<file path="src/rtl/freq_selector.sv">
// freq_selector: button front end for the sine PWM generator.
// Synchronises and debounces up/down/run buttons, steps the 12-bit period word N
// with saturation and hold-to-auto-repeat, and toggles the run flag.
module freq_selector #(
    parameter int unsigned DEB_CYCLES    = 50000,
    parameter int unsigned HOLD_CYCLES   = 25000000,
    parameter int unsigned REPEAT_CYCLES = 5000000,
    parameter int unsigned N_MIN         = 1,
    parameter int unsigned N_MAX         = 4095,
    parameter int unsigned N_STEP        = 1,
    parameter int unsigned N_INIT        = 100
) (
    input  logic        clk,
    input  logic        rst,
    input  logic        btn_up,
    input  logic        btn_down,
    input  logic        btn_run,
    output logic [11:0] n_out,
    output logic        opr,
    output logic        n_changed
);

    localparam int unsigned NW       = 12;
    localparam int unsigned AW       = NW + 1;
    localparam int unsigned NB       = 3;
    localparam int unsigned BTN_UP   = 0;
    localparam int unsigned BTN_DOWN = 1;
    localparam int unsigned BTN_RUN  = 2;
    localparam int unsigned DEB_W    = $clog2(DEB_CYCLES + 1);
    localparam int unsigned TMR_MAX  = (HOLD_CYCLES > REPEAT_CYCLES) ? HOLD_CYCLES : REPEAT_CYCLES;
    localparam int unsigned TMR_W    = $clog2(TMR_MAX + 1);

    typedef enum logic [1:0] {
        ST_IDLE,
        ST_WAIT_HOLD,
        ST_REPEAT
    } rep_state_t;

    logic [NB-1:0] btn_raw;
    logic [NB-1:0] sync1;
    logic [NB-1:0] sync2;
    logic [NB-1:0] deb;
    logic [NB-1:0] deb_q;
    logic [NB-1:0] deb_rise;
    logic [1:0]    step_req;
    logic [AW-1:0] n_wide;
    logic [AW-1:0] up_sum;
    logic [NW-1:0] n_next;

    assign btn_raw  = {btn_run, btn_down, btn_up};
    assign deb_rise = deb & ~deb_q;

    // Two-flop synchroniser on every raw button, plus debounced-level history for edge detect
    always_ff @(posedge clk or posedge rst) begin
        if (rst) begin
            sync1 <= '0;
            sync2 <= '0;
            deb_q <= '0;
        end else begin
            sync1 <= btn_raw;
            sync2 <= sync1;
            deb_q <= deb;
        end
    end

    for (genvar i = 0; i < NB; i++) begin : g_deb
        logic [DEB_W-1:0] cnt;
        logic             lvl;

        // Debounce: the level follows the synchronised input only after DEB_CYCLES stable clocks
        always_ff @(posedge clk or posedge rst) begin
            if (rst) begin
                cnt <= '0;
                lvl <= 1'b0;
            end else if (sync2[i] == lvl) begin
                cnt <= '0;
            end else if (cnt == DEB_W'(DEB_CYCLES - 1)) begin
                lvl <= sync2[i];
                cnt <= '0;
            end else begin
                cnt <= cnt + DEB_W'(1);
            end
        end

        assign deb[i] = lvl;
    end

    for (genvar r = 0; r < 2; r++) begin : g_rep
        rep_state_t       state;
        logic [TMR_W-1:0] timer;
        logic             step;

        // Repeat FSM: one step on press, another after the hold time, then one per repeat period
        always_ff @(posedge clk or posedge rst) begin
            if (rst) begin
                state <= ST_IDLE;
                timer <= '0;
                step  <= 1'b0;
            end else begin
                step <= 1'b0;
                case (state)
                    ST_IDLE: begin
                        if (deb_rise[r]) begin
                            step  <= 1'b1;
                            state <= ST_WAIT_HOLD;
                            timer <= '0;
                        end
                    end
                    ST_WAIT_HOLD: begin
                        if (!deb[r]) begin
                            state <= ST_IDLE;
                        end else if (timer == TMR_W'(HOLD_CYCLES - 1)) begin
                            step  <= 1'b1;
                            state <= ST_REPEAT;
                            timer <= '0;
                        end else begin
                            timer <= timer + TMR_W'(1);
                        end
                    end
                    ST_REPEAT: begin
                        if (!deb[r]) begin
                            state <= ST_IDLE;
                        end else if (timer == TMR_W'(REPEAT_CYCLES - 1)) begin
                            step  <= 1'b1;
                            timer <= '0;
                        end else begin
                            timer <= timer + TMR_W'(1);
                        end
                    end
                    default: state <= ST_IDLE;
                endcase
            end
        end

        assign step_req[r] = step;
    end

    // Saturating step arithmetic in 13 bits; simultaneous up and down requests cancel
    always_comb begin
        n_wide = {1'b0, n_out};
        up_sum = n_wide + AW'(N_STEP);
        n_next = n_out;
        if (step_req[BTN_UP] && !step_req[BTN_DOWN]) begin
            n_next = (up_sum > AW'(N_MAX)) ? NW'(N_MAX) : up_sum[NW-1:0];
        end else if (step_req[BTN_DOWN] && !step_req[BTN_UP]) begin
            n_next = (n_wide < (AW'(N_MIN) + AW'(N_STEP))) ? NW'(N_MIN) : NW'(n_wide - AW'(N_STEP));
        end
    end

    // Output registers: N word, change pulse, and run flag toggled on each run press
    always_ff @(posedge clk or posedge rst) begin
        if (rst) begin
            n_out     <= NW'(N_INIT);
            n_changed <= 1'b0;
            opr       <= 1'b0;
        end else begin
            n_out     <= n_next;
            n_changed <= (n_next != n_out);
            if (deb_rise[BTN_RUN]) begin
                opr <= ~opr;
            end
        end
    end

endmodule

</file>
<file path="config.mk">
export PLATFORM = sky130hd
export DESIGN_NAME = freq_selector
export DESIGN_NICKNAME = d
export VERILOG_FILES = /design/src/rtl/freq_selector.sv
export SDC_FILE = /design/constraint.sdc
export NUM_CORES = 1
export LEC_CHECK = 0
export CAP_MARGIN = 40
export CORE_MARGIN = 1.5
export CORE_UTILIZATION = 30
export DETAILED_ROUTE_END_ITERATION = 7
export GPL_TIMING_DRIVEN = 0
export PLACE_DENSITY = 0.55
export SLEW_MARGIN = 15
export SYNTH_ARGS = -nofsm -noshare
export SYNTH_HDL_FRONTEND = slang
export SYNTH_SLANG_ARGS = --single-unit
</file>
<file path="constraint.sdc">
create_clock -name clk -period 10.2 [get_ports clk]
set_input_delay 1.53 -clock clk [delete_from_list [all_inputs] [get_ports clk]]
set_output_delay 1.53 -clock clk [all_outputs]
set_load 0.03 [all_outputs]
</file>
==> results of run 1 <==
-- cells by family after synthesis --
kind of cell	Yosys count	synth area share, %
DFF	130	46.0
adders and majority gates	15	2.65
AOI/OAI and AO/OA	95	9.81
buffers and inverters	61	3.37
xor gates and xnor gates	80	9.89
muxes	5	0.760
and+or+nand+nor	374	27.5
-- final timing paths --
check,endpoint,slack [ps],depth (start not counted)
setup reg to reg,g_rep[1].timer[8],6930,10
hold reg to reg,sync2[1],350,0
setup / recovery,g_rep[1].timer[8],6930,10
hold / removal,sync2[1],350,0
max in group asynchronous,n_out[5],7930,3
min in group asynchronous,sync1[0],1530,2
-- per-layer routing --
layer / share of wire, % / track usage [%]
met1: 49 / 16.9
met2: 46 / 21.0
met3: 3.0 / 2.52
met4: 1.9 / 6.17
met5: 0 / 0
-- worst max-delay path: cells and delay by family (launching register included) --
family	cells	cell delay, ps
DFF	1	410
buffers and inverters	4	920
AOI/OAI and AO/OA	3	1210
adders and majority gates	1	190
and+or+nand+nor	2	410
-- synthesized netlist by cell type (all sizes together) (17+ instances only) --
master,number
nor3,30
dfrtp,127
and3,18
or3,17
nand2,58
xnor2,65
clkbuf,28
inv,30
nand3,42
nand4,19
nor4,18
nor2,105
o21ai,25
-- power groups by stage --
stage | clock [mW] | combinational (mW) | sequential, mW
2_1_floorplan | 0 | 0.0139 | 0.531
3_3_place_gp | 0 | 0.0207 | 0.532
3_5_place_dp | 0 | 0.0227 | 0.532
4_1_cts | 0.636 | 0.0226 | 0.522
5_1_grt | 0.660 | 0.0251 | 0.523
6_report | 0.617 | 0.0210 | 0.523
-- per-stage QoR --
stage	area (sq um)	total power, mW	cells	utilization (%)	hold slack (ps)
floorplan	7080	0.545	760	-	331
global placement	7660	0.553	1097	32.8	335
detailed placement	7700	0.554	1098	33.0	336
CTS	8290	1.18	1130	35.5	350
global route	8290	1.21	1130	35.5	351
finish	8290	1.16	1130	35.5	349
-- registers in the layout (all words and copies together) (netlist names) --
name	count
sync1	3
g_rep.state	4
g_rep.timer	50
n_out	12
sync2	3
n_changed	1
g_deb.cnt	48
deb_q	3
g_rep.step	2
opr	1
g_deb.lvl	3
-- layout make-up --
class                   instances  area (sq um)
plain buffers                  31           126
clock buffers                  18           429
clock inverters                14           163
fillers                      2377         15000
inverters                      30           120
multi-input cells             569          3590
flip-flops and latches        130          3260
well taps                     319           399
repair buffers                 19           208
==> flow_summary.ini, run 1 <==
[status]
status = completed

[floorplan]
dieArea_sq_mm = 0.0245
initial_core_util_pct = 30.4
die_w_um = 157
core_area_sq_mm = 0.0233
die_height_um = 157
rows = 56
ios = 19

[synth]
synth_top_area_cell = dfrtp_1
synthesis.area_sq_mm = 0.00708
synth_flop_cell = dfrtp_1
synth-seq-cells = 130
yosys_warnings = 0
asyncSetResetFlopFracSynth_pct = 100
synth_edf_count = 0
ys_types = 63
synth_fp_nets = 780
yosys.area.top_type_share_pct = 44.9
synth_area_per_cell_sq_um = 9.32
seq_area_frac_synth_pct = 46.0
synthesis.instances = 760
synthTopCellsByArea = dfrtp_1 (45%), xnor2_1 (8.0%), nor2_1 (5.6%), nand2_1 (3.1%), nand3_1 (3.0%)

[sta]
fmax_ghz = 0.305
fin_skew_ps = 6.86
rsz0062_at_grt = no
slew_violations = 0
finalSetupViolations = 0
slew_headroom_pct = 52.2
hold_violations = 0
min_period_ps = 3270
worst_pin_slew_ps = 714
finalCritPeriodShare_pct = 32.1
fin_setup_tns_ps = 0
worst_slack_ps = 6930

[power]
peakVddDrop_uv = 117
switching_power_mw = 0.252
p_int_mw = 0.909
p_seq_share_pct = 45.0
powerDensity_mw_per_mm2 = 140
p_leak_nw = 3.26
swShare_pct = 21.7
p_clk_share_pct = 53.1
p_comb_share_pct = 1.8

[place]
gp_congestion = 0.784
place.detailed.hpwl_um = 9870
pre_cts_ws_ps = 6860
portBuffers = 18

[setup_path]
worstPathArrival_ps = 3560
crit_path_start = g_rep[1].state[0]
start_kind = flop
worst_path_max_delay_cell = a311oi_2
cpPeakStageDelay_ps = 680
cp.required_ps = 10490
critPathMostFrequentCell = clkbuf_1
setup.worst_path.end_class = flop
critical_path_class = reg -> reg
timing.rr.start = g_rep[1].state[0]
worstPathCellList = inv_1, ha_1, clkbuf_1, o21ba_2, o21a_1, or2_2, clkbuf_1, a311oi_2, clkbuf_1, nor2_1
worstPathMaxFanout = 10

[final_layout]
syn_to_final_growth_pct = 17.0
final_common_cell = dfrtp_1
final_cell_mix = dfrtp_1 (127), nor2_1 (105), xnor2_1 (65)
antennaDiodeCount = 0
fin_nets = 818
drive_gt1_share_pct = 6.66

[clock_tree]
cts_root_buf = clkbuf_16
cts_buffers = 17
post_cts_buffers = 0
cts_sinks = 130
htree_levels = 4
tritoncts = built
post_cts_resized = 0
hold_buffers = 0
cts_buffer_depth = 2
clk_pin_slew_ps = 60
clock_latency_ps = 420

[drt]
wire_per_inst_um = 13.1
first_iter_violations = 293
drt_first_pass_iters = 4
ant_nets = 0
wl_um = 14800
via_count = 5630
route.detailed.drc = 0
vias_per_cell = 4.98

[hold_path]
hp-class = reg -> reg
hold_start = sync1[1]

[global_route]
grt_max_degree = 70
antenna_found_initial = 0
grt_overflow = 0
grt_pass1_wl_um = 26100
grt_pass1_vias = 5486
grt_usage_pct = 13.1

[flow_run]
maxCapViolations = 0
Power figures use the tool's default switching activity.
==> run 2, diff against run 1 <==
- clock period: 10.2 -> 3.25 ns (I/O delays scaled with it)
==> flow_summary.ini, run 2 (synthesized netlist as in run 1, its figures left out) <==
[place]
gp_congestion = 0.783
place.detailed.hpwl_um = 10200
pre_cts_ws_ps = -14.5
post-place-cells = 1101
portBuffers = 18

[global_route]
grt_usage_pct = 13.0
antenna_found_initial = 0
grt_overflow = 0
grt_use_met3_pct = 2.85
met2_usage_pct = 20.2
grt_use_met1_pct = 17.8
grt_pass1_vias = 5313
top_usage_layer = met2
grt_pass1_wl_um = 26000
grt_max_degree = 35

[drt]
first_iter_violations = 380
route.detailed.drc = 0
wl_um = 14700
vias_per_cell = 4.87
via_count = 5541
ant_nets = 0
wire_per_inst_um = 13.0
drt_first_pass_iters = 4

[flow_run]
maxCapViolations = 0

[final_layout]
final_cell_count_no_fill = 1137
drive_gt1_share_pct = 7.58
largest_register_ffs = 50
largest-register = g_rep.timer
antennaDiodeCount = 0
fin_nets = 825
top_regs = g_rep.timer: 50 flops, g_deb.cnt: 48 flops, n_out: 12 flops
final_common_cell = dfrtp_1
syn_to_final_growth_pct = 18.2
final_cell_mix = dfrtp_1 (127), nor2_1 (105), xnor2_1 (65)

[clock_tree]
cts_buffers = 17
cts_sinks = 130
cts_root_buf = clkbuf_16
htree_levels = 4
cts_buffer_depth = 2
tritoncts = built
clock_latency_ps = 420
hold_buffers = 0
clk_pin_slew_ps = 60

[sta]
slew_violations = 0
hold_violations = 0
rsz0062_at_grt = no
slew_headroom_pct = 50.8
min_period_ps = 2950
fin_skew_ps = 7.92
worst_slack_ps = 298
worst_pin_slew_ps = 734
finalSetupViolations = 0
finalCritPeriodShare_pct = 90.8
fmax_ghz = 0.339

[floorplan]
die_height_um = 157
initial_core_util_pct = 30.4
dieArea_sq_mm = 0.0245
rows = 56
core_area_sq_mm = 0.0233
die_w_um = 157
ios = 19

[power]
p_leak_nw = 3.29
peakVddDrop_uv = 341
powerDensity_mw_per_mm2 = 429

[setup_path]
crit_path_start = g_rep[1].state[0]
timing.rr.start = g_rep[1].state[0]
critical_path_class = reg -> reg
worstPathArrival_ps = 3240
start_kind = flop
worstPathMaxFanout = 10
worst_path_max_delay_cell = dfrtp_1
cpPeakStageDelay_ps = 410
critPathMostFrequentCell = clkbuf_1
cp.required_ps = 3540
setup.worst_path.end_class = flop
worstPathCellList = inv_1, ha_1, clkbuf_1, o21ba_2, o21a_1, or2_2, clkbuf_1, a311oi_4, buf_4, clkbuf_1, nor2_1

[status]
status = completed

[hold_path]
hp-class = reg -> reg
hold_start = sync1[1]
[run 2: cell types whose count changed in the layout (fill, tap and decap cells not counted)]
cell	change
clkinv_4	+2
buf_4	+4
buf_12	+4
clkinvlp_4	+3
inv_8	-1
a311oi_2	-1
buf_16	-1
bufinv_16	-1
a311oi_4	+1
clkinv_2	-3
clkbuf_1	-1
inv_6	+1
[run 2: critical path: cells and delay by family, from the launching register on]
family	cells	cell delay, ps
buf+inv	5	1020
compound gates	3	770
simple gates	2	410
flops	1	410
fa+ha+maj	1	190
[run 2: routing by layer]
layer / part of all wire, % / vias to the layer above
li1: - / 2801
met1: 50 / 2654
met2: 45 / 66
met3: 2.8 / 20
met4: 1.6 / 0
met5: 0 / -
[run 2: final cells by class]
cell class              instances  area [sq um]
fillers                      2362         15000
multi-input cells             569          3600
flip-flops and latches        130          3260
clock buffers                  17           425
well taps                     319           399
repair buffers                 26           290
clock inverters                15           159
plain buffers                  31           126
inverters                      30           116
[run 2: where the power goes]
group | internal, mW | total (mW) | switching, mW | leakage (nW)
Sequential | 1.63 | 1.64 | 0.00786 | 1.78
Combinational | 0.0243 | 0.0730 | 0.0488 | 1.23
Clock | 1.13 | 1.88 | 0.749 | 0.268
[run 2: through the flow]
step / hold WS [ps] / util (%) / cell area (sq um) / total power, mW / setup TNS [ps]
after floorplan: 331 / - / 7090 / 1.71 / 0
after global placement: 339 / 32.9 / 7660 / 1.74 / -21640
after detailed placement: 336 / 33.2 / 7740 / 1.75 / -61.1
after CTS: 351 / 35.7 / 8340 / 3.66 / 0
after global routing: 358 / 35.9 / 8370 / 3.75 / 0
final: 350 / 35.9 / 8370 / 3.59 / 0
[run 2: worst paths after layout]
path	endpoint	slack, ps	cells after the start
worst min-delay path	sync2[1]	350	0
worst max register to register	g_rep[1].timer[11]	300	11
worst max-delay path	g_rep[1].timer[11]	300	11
max in group asynchronous	n_out[2]	2130	4
worst min register to register	sync2[1]	350	0
min in group asynchronous	g_deb[2].cnt[10]	360	2
[run 2: what timing repair did]
| item | 4_1_cts | 5_1_grt |
|---|---|---|
| pin swaps | 0 | 1 |
| setup endpoints to repair | 9 | 10 |
| gates resized for setup | 1 | 0 |
| setup buffers | 0 | 4 |
